===== src/rtl/wishbone_pkg.sv =====
// -----------------------------------------------------------------------------
// wishbone_pkg
// Shared definitions for the wishbone_master block:
//   - bus-width constants for address, data and byte-select
//   - FSM state enumeration
//   - lane helpers: 32-bit byte swap and 4-bit byte-select reversal that
//     convert between the little-endian host lanes and the big-endian
//     Wishbone lanes
// -----------------------------------------------------------------------------
package wishbone_pkg;

  localparam int WB_ADR_W = 32;
  localparam int WB_DAT_W = 32;
  localparam int WB_SEL_W = 4;

  typedef enum logic [1:0] {
    ST_IDLE  = 2'd0,
    ST_BUS   = 2'd1,
    ST_RETRY = 2'd2,
    ST_RESP  = 2'd3
  } wb_state_e;

  // Byte 0 of the host word lands in the most significant Wishbone lane.
  function automatic logic [WB_DAT_W-1:0] byte_swap32(input logic [WB_DAT_W-1:0] d);
    return {d[7:0], d[15:8], d[23:16], d[31:24]};
  endfunction

  // Byte enables follow the same lane reversal as the data.
  function automatic logic [WB_SEL_W-1:0] sel_rev4(input logic [WB_SEL_W-1:0] s);
    return {s[0], s[1], s[2], s[3]};
  endfunction

endpackage


===== src/rtl/wishbone_master_if.sv =====
// -----------------------------------------------------------------------------
// wishbone_master_if
// Wishbone classic bus bundle between the host-side master and a slave.
// Signal names are seen from the master side (_o driven by the master,
// _i driven by the slave).
//   cyc_o, stb_o, we_o : cycle, strobe, write enable
//   adr_o              : byte address
//   sel_o, dat_o       : byte select / write data, big-endian lanes
//   dat_i              : read data, big-endian lanes
//   ack_i, err_i, rty_i: cycle terminations
// Modports: master (used by wishbone_master), slave (used by a responder).
// -----------------------------------------------------------------------------
interface wishbone_master_if;
  import wishbone_pkg::*;

  logic                cyc_o;
  logic                stb_o;
  logic                we_o;
  logic [WB_ADR_W-1:0] adr_o;
  logic [WB_SEL_W-1:0] sel_o;
  logic [WB_DAT_W-1:0] dat_o;
  logic [WB_DAT_W-1:0] dat_i;
  logic                ack_i;
  logic                err_i;
  logic                rty_i;

  modport master (
    output cyc_o, stb_o, we_o, adr_o, sel_o, dat_o,
    input  dat_i, ack_i, err_i, rty_i
  );

  modport slave (
    input  cyc_o, stb_o, we_o, adr_o, sel_o, dat_o,
    output dat_i, ack_i, err_i, rty_i
  );

endinterface


===== src/rtl/wishbone_master.sv =====
// -----------------------------------------------------------------------------
// wishbone_master
// Turns single host requests (valid/ready) into Wishbone classic cycles and
// returns one response per request (valid/ready).
//
// Parameters
//   RETRY_LIMIT    : rty-terminated attempts retried before the request fails
//   TIMEOUT_CYCLES : BUS cycles without termination before abort
//
// Optional feature (compile-time macro WB_MASTER_TIMEOUT_EN)
//   defined   : a BUS-cycle counter aborts a silent cycle with err+timeout
//   undefined : BUS waits forever, rsp_timeout_o is tied low
//
// Ports
//   clk_i, rst_i        : clock, asynchronous active-high reset
//   req_valid_i/ready_o : host request handshake (ready only in IDLE)
//   req_adr_i/we_i/sel_i/dat_i : host request, little-endian lanes
//   rsp_valid_o/ready_i : response handshake
//   rsp_dat_o           : read data in host lane order (0 for writes/errors)
//   rsp_err_o           : request failed (err, retry exhaustion or timeout)
//   rsp_timeout_o       : failure caused by timeout
//   wb                  : Wishbone classic bus (master modport)
// -----------------------------------------------------------------------------
module wishbone_master
  import wishbone_pkg::*;
#(
  parameter int RETRY_LIMIT    = 3,
  parameter int TIMEOUT_CYCLES = 16
) (
  input  logic                clk_i,
  input  logic                rst_i,

  input  logic                req_valid_i,
  output logic                req_ready_o,
  input  logic [WB_ADR_W-1:0] req_adr_i,
  input  logic                req_we_i,
  input  logic [WB_SEL_W-1:0] req_sel_i,
  input  logic [WB_DAT_W-1:0] req_dat_i,

  output logic                rsp_valid_o,
  input  logic                rsp_ready_i,
  output logic [WB_DAT_W-1:0] rsp_dat_o,
  output logic                rsp_err_o,
  output logic                rsp_timeout_o,

  wishbone_master_if.master   wb
);

  localparam int RETRY_W = (RETRY_LIMIT > 0) ? $clog2(RETRY_LIMIT + 1) : 1;

  wb_state_e           state_q, state_d;
  logic [RETRY_W-1:0]  retry_q, retry_d;
  logic [WB_ADR_W-1:0] adr_q, adr_d;
  logic                we_q, we_d;
  logic [WB_SEL_W-1:0] sel_q, sel_d;
  logic [WB_DAT_W-1:0] dat_q, dat_d;
  logic [WB_DAT_W-1:0] rsp_dat_q, rsp_dat_d;
  logic                rsp_err_q, rsp_err_d;
  logic                timeout_hit;   // last permitted BUS cycle elapsed

  // Ready is suppressed while reset is asserted so nothing is accepted then.
  assign req_ready_o = (state_q == ST_IDLE) && !rst_i;

  // ---------------------------------------------------------------------------
  // Optional BUS-cycle timeout
  // ---------------------------------------------------------------------------
`ifdef WB_MASTER_TIMEOUT_EN
  localparam int TO_W = (TIMEOUT_CYCLES > 1) ? $clog2(TIMEOUT_CYCLES + 1) : 1;

  logic [TO_W-1:0] to_cnt_q, to_cnt_d;
  logic            rsp_to_q, rsp_to_d;

  assign timeout_hit = (state_q == ST_BUS) && (to_cnt_q == TO_W'(TIMEOUT_CYCLES - 1));

  // Counter sits at zero outside BUS, so every entry into BUS (first attempt
  // or after a retry) starts a fresh window.
  always_comb begin
    to_cnt_d = to_cnt_q;
    rsp_to_d = rsp_to_q;
    if (state_q != ST_BUS) begin
      to_cnt_d = '0;
    end else if (!timeout_hit) begin
      to_cnt_d = to_cnt_q + TO_W'(1);
    end
    if (state_q == ST_IDLE) begin
      rsp_to_d = 1'b0;
    end else if (timeout_hit && !wb.err_i && !wb.ack_i && !wb.rty_i) begin
      rsp_to_d = 1'b1;
    end
  end

  always_ff @(posedge clk_i or posedge rst_i) begin
    if (rst_i) begin
      to_cnt_q <= '0;
      rsp_to_q <= 1'b0;
    end else begin
      to_cnt_q <= to_cnt_d;
      rsp_to_q <= rsp_to_d;
    end
  end

  assign rsp_timeout_o = rsp_to_q;
`else
  assign timeout_hit   = 1'b0;
  assign rsp_timeout_o = 1'b0;
`endif

  // ---------------------------------------------------------------------------
  // FSM next-state and datapath
  // ---------------------------------------------------------------------------
  always_comb begin
    state_d   = state_q;
    retry_d   = retry_q;
    adr_d     = adr_q;
    we_d      = we_q;
    sel_d     = sel_q;
    dat_d     = dat_q;
    rsp_dat_d = rsp_dat_q;
    rsp_err_d = rsp_err_q;

    unique case (state_q)
      ST_IDLE: begin
        if (req_valid_i && req_ready_o) begin
          adr_d     = req_adr_i;
          we_d      = req_we_i;
          sel_d     = req_sel_i;
          dat_d     = req_dat_i;
          retry_d   = '0;
          rsp_dat_d = '0;
          rsp_err_d = 1'b0;
          state_d   = ST_BUS;
        end
      end

      ST_BUS: begin
        // err outranks ack, which outranks rty.
        if (wb.err_i) begin
          rsp_err_d = 1'b1;
          rsp_dat_d = '0;
          state_d   = ST_RESP;
        end else if (wb.ack_i) begin
          rsp_err_d = 1'b0;
          rsp_dat_d = we_q ? '0 : byte_swap32(wb.dat_i);
          state_d   = ST_RESP;
        end else if (wb.rty_i) begin
          if (retry_q == RETRY_W'(RETRY_LIMIT)) begin
            rsp_err_d = 1'b1;
            rsp_dat_d = '0;
            state_d   = ST_RESP;
          end else begin
            retry_d = retry_q + RETRY_W'(1);
            state_d = ST_RETRY;
          end
        end else if (timeout_hit) begin
          rsp_err_d = 1'b1;
          rsp_dat_d = '0;
          state_d   = ST_RESP;
        end
      end

      // One idle bus cycle, then the latched request goes out again unchanged.
      ST_RETRY: state_d = ST_BUS;

      ST_RESP: begin
        if (rsp_ready_i) begin
          state_d = ST_IDLE;
        end
      end

      default: state_d = ST_IDLE;
    endcase
  end

  always_ff @(posedge clk_i or posedge rst_i) begin
    if (rst_i) begin
      state_q   <= ST_IDLE;
      retry_q   <= '0;
      adr_q     <= '0;
      we_q      <= 1'b0;
      sel_q     <= '0;
      dat_q     <= '0;
      rsp_dat_q <= '0;
      rsp_err_q <= 1'b0;
    end else begin
      state_q   <= state_d;
      retry_q   <= retry_d;
      adr_q     <= adr_d;
      we_q      <= we_d;
      sel_q     <= sel_d;
      dat_q     <= dat_d;
      rsp_dat_q <= rsp_dat_d;
      rsp_err_q <= rsp_err_d;
    end
  end

  // ---------------------------------------------------------------------------
  // Outputs: cyc/stb decode straight from the state register so the
  // asynchronous reset drops them immediately.
  // ---------------------------------------------------------------------------
  assign wb.cyc_o    = (state_q == ST_BUS);
  assign wb.stb_o    = (state_q == ST_BUS);
  assign wb.we_o     = we_q;
  assign wb.adr_o    = adr_q;
  assign wb.sel_o    = sel_rev4(sel_q);
  assign wb.dat_o    = byte_swap32(dat_q);

  assign rsp_valid_o = (state_q == ST_RESP);
  assign rsp_dat_o   = rsp_dat_q;
  assign rsp_err_o   = rsp_err_q;

endmodule


===== src/flat_wrapper.sv =====
// flat-port wrapper written by rule: the top's interface ports become plain ports
module wishbone_master_flat import wishbone_pkg::*;
#(
  parameter int RETRY_LIMIT    = 3,
  parameter int TIMEOUT_CYCLES = 16
)
  (clk_i, rst_i, req_valid_i, req_ready_o, req_adr_i, req_we_i, req_sel_i, req_dat_i, rsp_valid_o, rsp_ready_i, rsp_dat_o, rsp_err_o, rsp_timeout_o, wb_cyc_o, wb_stb_o, wb_we_o, wb_adr_o, wb_sel_o, wb_dat_o, wb_dat_i, wb_ack_i, wb_err_i, wb_rty_i);
  wishbone_master_if wb_i ();
  input  logic clk_i;
  input  logic rst_i;
  input  logic req_valid_i;
  output logic req_ready_o;
  input  logic [WB_ADR_W-1:0] req_adr_i;
  input  logic req_we_i;
  input  logic [WB_SEL_W-1:0] req_sel_i;
  input  logic [WB_DAT_W-1:0] req_dat_i;
  output logic rsp_valid_o;
  input  logic rsp_ready_i;
  output logic [WB_DAT_W-1:0] rsp_dat_o;
  output logic rsp_err_o;
  output logic rsp_timeout_o;
  output wire logic [$bits(wb_i.cyc_o)-1:0] wb_cyc_o;
  output wire logic [$bits(wb_i.stb_o)-1:0] wb_stb_o;
  output wire logic [$bits(wb_i.we_o)-1:0] wb_we_o;
  output wire logic [$bits(wb_i.adr_o)-1:0] wb_adr_o;
  output wire logic [$bits(wb_i.sel_o)-1:0] wb_sel_o;
  output wire logic [$bits(wb_i.dat_o)-1:0] wb_dat_o;
  input wire logic [$bits(wb_i.dat_i)-1:0] wb_dat_i;
  input wire logic [$bits(wb_i.ack_i)-1:0] wb_ack_i;
  input wire logic [$bits(wb_i.err_i)-1:0] wb_err_i;
  input wire logic [$bits(wb_i.rty_i)-1:0] wb_rty_i;
  assign wb_cyc_o = wb_i.cyc_o;
  assign wb_stb_o = wb_i.stb_o;
  assign wb_we_o = wb_i.we_o;
  assign wb_adr_o = wb_i.adr_o;
  assign wb_sel_o = wb_i.sel_o;
  assign wb_dat_o = wb_i.dat_o;
  assign wb_i.dat_i = wb_dat_i;
  assign wb_i.ack_i = wb_ack_i;
  assign wb_i.err_i = wb_err_i;
  assign wb_i.rty_i = wb_rty_i;
  wishbone_master #(.RETRY_LIMIT(RETRY_LIMIT), .TIMEOUT_CYCLES(TIMEOUT_CYCLES)) u_core (.clk_i(clk_i), .rst_i(rst_i), .req_valid_i(req_valid_i), .req_ready_o(req_ready_o), .req_adr_i(req_adr_i), .req_we_i(req_we_i), .req_sel_i(req_sel_i), .req_dat_i(req_dat_i), .rsp_valid_o(rsp_valid_o), .rsp_ready_i(rsp_ready_i), .rsp_dat_o(rsp_dat_o), .rsp_err_o(rsp_err_o), .rsp_timeout_o(rsp_timeout_o), .wb(wb_i));
endmodule

===== config.mk =====
export PLATFORM = sky130hd
export DESIGN_NAME = wishbone_master_flat
export DESIGN_NICKNAME = d
export VERILOG_FILES = /design/src/rtl/wishbone_pkg.sv /design/src/rtl/wishbone_master_if.sv /design/src/rtl/wishbone_master.sv /design/src/flat_wrapper.sv
export SDC_FILE = /design/constraint.sdc
export NUM_CORES = 1
export LEC_CHECK = 0
export CAP_MARGIN = 20
export CORE_AREA = 2 2 116 141
export CTS_CLUSTER_SIZE = 12
export DETAILED_ROUTE_END_ITERATION = 10
export DIE_AREA = 0 0 118 143
export GPL_TIMING_DRIVEN = 0
export PLACE_DENSITY_LB_ADDON = 0.08
export SETUP_SLACK_MARGIN = 0.02
export SYNTH_ARGS = -nofsm -noshare
export SYNTH_HDL_FRONTEND = slang
export SYNTH_SLANG_ARGS = --single-unit

===== constraint.sdc =====
create_clock -name clk_i -period 3.38 [get_ports clk_i]
set_input_delay 0.338 -clock clk_i [delete_from_list [all_inputs] [get_ports clk_i]]
set_output_delay 0.338 -clock clk_i [all_outputs]
set_load 0.005 [all_outputs]

# Word-level counts from Yosys, hierarchy flattened
# Cells that the tools add are included.
[totals]
regBits = 106
inputBits = 108
output_inout_bits = 107
[op_classes]
n_addsub = 1
n_eq_ne = 12
mux = 26
reduce_logical = 9
[ops]
columns = ["cell", "n"]
rows = [
  ["$mux 32", 6],
  ["$pmux 32 s2", 1],
  ["$mux 2", 10],
  ["$ne 2x2->1 const B", 4],
  ["$ne 4x1->1 const B", 2],
  ["$pmux 2 s4", 1],
  ["$eq 2x2->1 const B", 3],
  ["$mux 1", 6],
  ["$reduce_and 6->1", 1],
  ["$ne 2x1->1 const B", 2],
  ["$pmux 2 s2", 1],
  ["$reduce_and 4->1", 1],
  ["$reduce_and 3->1", 1],
  ["$add 2x1->2 const B", 1],
  ["$eq 2x1->1 const B", 1],
  ["$logic_and 1x1->1", 2],
  ["$logic_not 2->1", 1],
  ["$pmux 1 s2", 1],
  ["$reduce_and 2->1", 1],
  ["$reduce_bool 2->1", 1],
  ["$logic_not 1->1", 1],
]

# Depth between registers and ports, before layout
[depth]
word_depth = 6
mapped_depth = 6
ltp_nobuf = 4

# Worst setup path before layout
# No wires, ideal clock.
[synth_timing]
kind = "register to register"
start = "reg u_core.state_q[1]"
end = "reg u_core.dat_q[0]"
setup_ns = 0.125
arrival_ns = 1.450
required_ns = 3.255
slack_ns = 1.805
stages_incl_launch_ff = 6
n_path_buf = 3
cell_sequence = "dfrtp_1 -> buf_6 -> nor4b_4 -> buf_12 -> buf_12 -> mux2_4"
[synth_between]
elab_chain_cells = 4
[synth_lines]
columns = ["element", "line_no", "text"]
rows = [
  ["start, declared", "wishbone_master.sv:51", "wb_state_e state_q, state_d;"],
  ["start signal, assigned", "wishbone_master.sv:185", "state_q <= state_d;"],
  ["$logic_not 2->1 *", "wishbone_master.sv:62, wishbone_master.sv:121", ""],
  ["$logic_and 1x1->1", "wishbone_master.sv:62", "assign req_ready_o = (state_q == ST_IDLE) && !rst_i;"],
  ["$logic_and 1x1->1", "wishbone_master.sv:123", "if (req_valid_i && req_ready_o) begin"],
  ["$reduce_and 2->1 (no line) *", "-", ""],
  ["end signal, assigned", "wishbone_master.sv:190", "dat_q <= dat_d;"],
  ["end, declared", "wishbone_master.sv:56", "logic [WB_DAT_W-1:0] dat_q, dat_d;"],
]
# Every way passes the cells marked *; elsewhere a longest branch is shown, timed or not.
# A chain may end at the register's enable or synchronous reset.

# Final worst setup path
[layout_timing]
start = "reg u_core.state_q[0]"
end = "out wb_stb_o"
[layout_between]
elab_chain_cells = 1
[layout_lines]
columns = ["element", "line_no", "text"]
rows = [
  ["$eq 2x1->1", "wishbone_master.sv:201", "assign wb.stb_o = (state_q == ST_BUS);"],
  ["end, declared", "flat_wrapper.sv:23", "output wire logic [$bits(wb_i.stb_o)-1:0] wb_stb_o;"],
]
# Every way passes these cells.

==> impl_summary.md <==
Final layout
Compared with the post-synthesis result, the final layout area differs by 61.39%. The final standard cell count with taps included and fillers excluded is 690. The number of nets in the layout is 586. The total inserted antenna cells is 0. Cells with a size suffix above 1 make up 22.82% of the layout.

Worst setup path
The endpoint identified for the worst register-to-register timing path is u_core.wb.adr_o[20]. The launch point of the worst reg-to-reg path is u_core.state_q[0]. The count of cells along the worst register-to-register path is 4. STA classifies the critical path endpoint as an output pin. The setup path with the least slack is of type flop to output pin. STA classifies the critical path startpoint as a flop.

The setup slack of the most critical reg-to-reg path is 1.70 ns. For the worst setup path, the data arrival time is 1.79 ns. Along the worst path, the maximum fanout reaches 7. The data required time at the worst endpoint is 3.04 ns.

Power
The net switching component of the power is 1.549 mW. The proportion of total power due to net switching is 26.81%. The total power consumption of the routed design is 5.780 mW. The clock power share is 17.5%. Combinational cells account for 44.9% of the total power. Of the total power, registers draw 37.6%. The internal portion of the total power is 4.230 mW.

The leakage power is 3.077 nW. The worst-case vdd ir drop is 0.2814 mV. Dividing total power by cell area gives a power density of 812.0 mW/mm².

Routing
The routed layout has 2920 vias. The post-route antenna net violation count is 0. The first detailed-routing pass took 4 iterations. The average vias per placed instance is 4.232. For this block, the initial DRC count from the detailed router was 79. The total detailed-routing wirelength is 11.03 mm. The post-route DRC violation count is 0. Dividing the detail-routed wire length by the instance count gives 15.99 µm.

Clock network
In this run the number of H-tree levels came out at 3. The TritonCTS buffer count is 9. The TritonCTS clock tree is yes. The number of post-CTS setup repair buffers is 0. The number of buffers inserted by hold repair at cts is 0.

The number of resized instances in the post-cts repair step is 0. CTS saw 106 sinks. The clock latency at the later pin of the worst-skew pair is 0.35 ns. The register clock-pin slew on the reported worst setup and hold paths is 0.07 ns. In this run the clock root is driven by a sky130_fd_sc_hd__clkbuf_16. Counting along the longest clock path gives a buffer depth of 2.

Synthesis
The Yosys warning count is 0. The flip-flop and latch count after synthesis is 106. The mean area per synthesized cell is 17.50 µm².

Among all flip-flop cells after synthesis, the most frequent one is sky130_fd_sc_hd__dfrtp_1. For this run, the register share of the synthesized area comes to 60.14%. The net count after synthesis is 361. In the synthesized netlist the async set-or-reset flop fraction comes to 100.0%. The combined area of all synthesized cells is 0.004410 mm². Synthesis handed over a netlist of 252 instances.

Counting flops with a built-in enable in the synthesized netlist gives 0. Counting distinct cell types in the post-synthesis netlist gives 28.

Global route
The total routing resource utilization after global routing is 13.38%. The initial antenna violation count is 0. After global routing the overflow that remains totals 0.

The wire length of the first global-routing pass is 17.53 mm. The via count of the first global-routing pass is 3220. The largest net degree at the start of global routing is 56.

Placed design
The number of I/O port buffers is 213. The placer's final routability congestion estimate is 0.6583. The sum of net half-perimeters after detailed placement is 8.026 mm. In this run, placement finished with an instance count of 674.

Timing
The count of endpoints failing setup in the final report is 0. The count of final max-slew check failures came to 0. Dividing the final minimum period by the clock period gives 63.10%.

The transition time at the pin with the least slew margin is 0.6927 ns. The hold violation count in the final report is 0. For the final database, setup skew stands at 0.01061 ns.

The clock period could shrink to 2.133 ns. Setup repair after global routing left no endpoint under its margin. The timing-limited maximum frequency is 468.9 MHz. The relative slew slack is 53.82%.

Min path
Along the worst hold path, the cell count comes to 1. The startpoint of the worst hold path is u_core.wb.adr_o[23]. For hold timing, the worst endpoint is u_core.wb.adr_o[23]. The type of the worst min-delay path is flop to flop.

Floorplanning
During I/O placement, the number of pins put on the boundary was 215. The area of the placeable core is 0.01545 mm². From left edge to right edge, the die measures 118 µm. In this run the vertical extent of the chip is 143 µm. The die outline area is 0.01687 mm².

The initial core utilization is 28.54%. In this run the core area contains 50 standard-cell rows.

Status
The flow ran to the end, and the final reports show no timing, DRC or antenna violations.

Flow run
The reported max-cap violation count is 0.
## worst max-delay path, stage by stage (launching register included)
cell and delay (ns):
sky130_fd_sc_hd__dfrtp_1 0.50, sky130_fd_sc_hd__nor2b_4 0.32, sky130_fd_sc_hd__buf_4 0.14, sky130_fd_sc_hd__clkdlybuf4s50_1 0.49
## cells in the mapped netlist (2+ instances only)
cell type                   n  area share (%)
sky130_fd_sc_hd__a21oi_2    2            0.40
sky130_fd_sc_hd__nor2_1     3            0.26
sky130_fd_sc_hd__buf_2      3            0.34
sky130_fd_sc_hd__buf_6      4             1.0
sky130_fd_sc_hd__buf_4      3            0.51
sky130_fd_sc_hd__dfrtp_1  106              60
sky130_fd_sc_hd__a22o_1    33             6.6
sky130_fd_sc_hd__mux2_2     2            0.51
sky130_fd_sc_hd__mux2_4    68              23
sky130_fd_sc_hd__nand2_1    3            0.26
sky130_fd_sc_hd__buf_12     8             3.6
## cells in the final DEF (no fill, tap or decap), types with 3 or more instances in the layout
master,count
sky130_fd_sc_hd__clkinvlp_4,3
sky130_fd_sc_hd__a22o_1,33
sky130_fd_sc_hd__clkbuf_16,9
sky130_fd_sc_hd__buf_12,8
sky130_fd_sc_hd__nand2_1,3
sky130_fd_sc_hd__buf_6,4
sky130_fd_sc_hd__buf_4,3
sky130_fd_sc_hd__clkdlybuf4s50_1,213
sky130_fd_sc_hd__mux2_4,68
sky130_fd_sc_hd__dfrtp_1,106
sky130_fd_sc_hd__buf_2,3
sky130_fd_sc_hd__nor2_1,3
## how the worst max path moves through the flow
| stage | start | depth (start not counted) | end | slack (ns) |
|---|---|---|---|---|
| after detailed placement | rst_i | 5 | u_core.wb.adr_o[6] | 1.34 |
| final | u_core.state_q[0] | 3 | wb_stb_o | 1.25 |
| after global placement | rst_i | 2 | u_core.dat_q[4] | -1.64 |
| after global routing | u_core.state_q[0] | 3 | wb_stb_o | 1.13 |
| after floorplan | rst_i | 1 | u_core.dat_q[0] | 0.25 |
| after CTS | u_core.state_q[0] | 3 | wb_stb_o | 1.19 |
## metal layers
layer | vias up | share of wire [%] | global-route usage, %
li1 | 1356 | - | -
met1 | 1446 | 41 | 16.11
met2 | 111 | 50 | 21.79
met4 | 0 | 1.2 | 4.946
met5 | - | 0 | 0
met3 | 7 | 7.8 | 5.192
## sequential cells by signal, indices dropped and copies added, names as in the netlist
name	cells
u_core.dat_q	32
u_core.retry_q	2
u_core.rsp_dat_o	32
u_core.rsp_err_o	1
u_core.sel_q	4
u_core.state_q	2
u_core.wb.adr_o	32
u_core.wb.we_o	1
## power groups by stage
stage          registers (mW)  logic (mW)  clock network [mW]
6_report                 2.17        2.60                1.01
5_1_grt                  2.26        2.78                1.11
4_1_cts                  2.18        2.65                1.07
3_5_place_dp             2.18        2.63                   0
3_3_place_gp             2.19        2.61                   0
2_1_floorplan            2.22        1.08                   0
## logic make-up (layout without fill, tap and decap cells)
| family | count (synthesis) | in the layout | synth area share (%) |
|---|---|---|---|
| flip-flops | 106 | 106 | 60.14 |
| adder cells (fa/ha/maj) | 1 | 1 | 0.2836 |
| buffers and inverters | 19 | 249 | 5.588 |
| AND/OR/NAND/NOR | 15 | 15 | 2.355 |
| multiplexers | 71 | 71 | 23.89 |
| other | 1 | 1 | 0.08502 |
| AO/OA/AOI/OAI | 39 | 39 | 7.660 |
## layout make-up
cell class	instances	area, µm²
Inverter	1	6.256
Tap cell	208	260.3
Clock buffer	9	225.2
Timing Repair Buffer	214	2160
Sequential cell	106	2653
Clock inverter	7	60.06
Buffer	18	242.7
Multi-Input combinational cell	127	1511
Fill cell	1440	8334
## metrics by stage
step                hold WS, ns  area, µm²  TNS (ns)  setup slack [ns]  util [%]
floorplan                0.4530       4410         0            0.2531         -
global placement         0.4674       6803   -173.19            -1.640     44.02
detailed placement       0.4900       6833         0             1.338     44.22
CTS                      0.5112       7118         0             1.194     46.06
global route             0.5197       7118         0             1.131     46.06
finish                   0.5079       7118         0             1.247     46.06
Note: power is estimated with default switching activity, not from simulation.
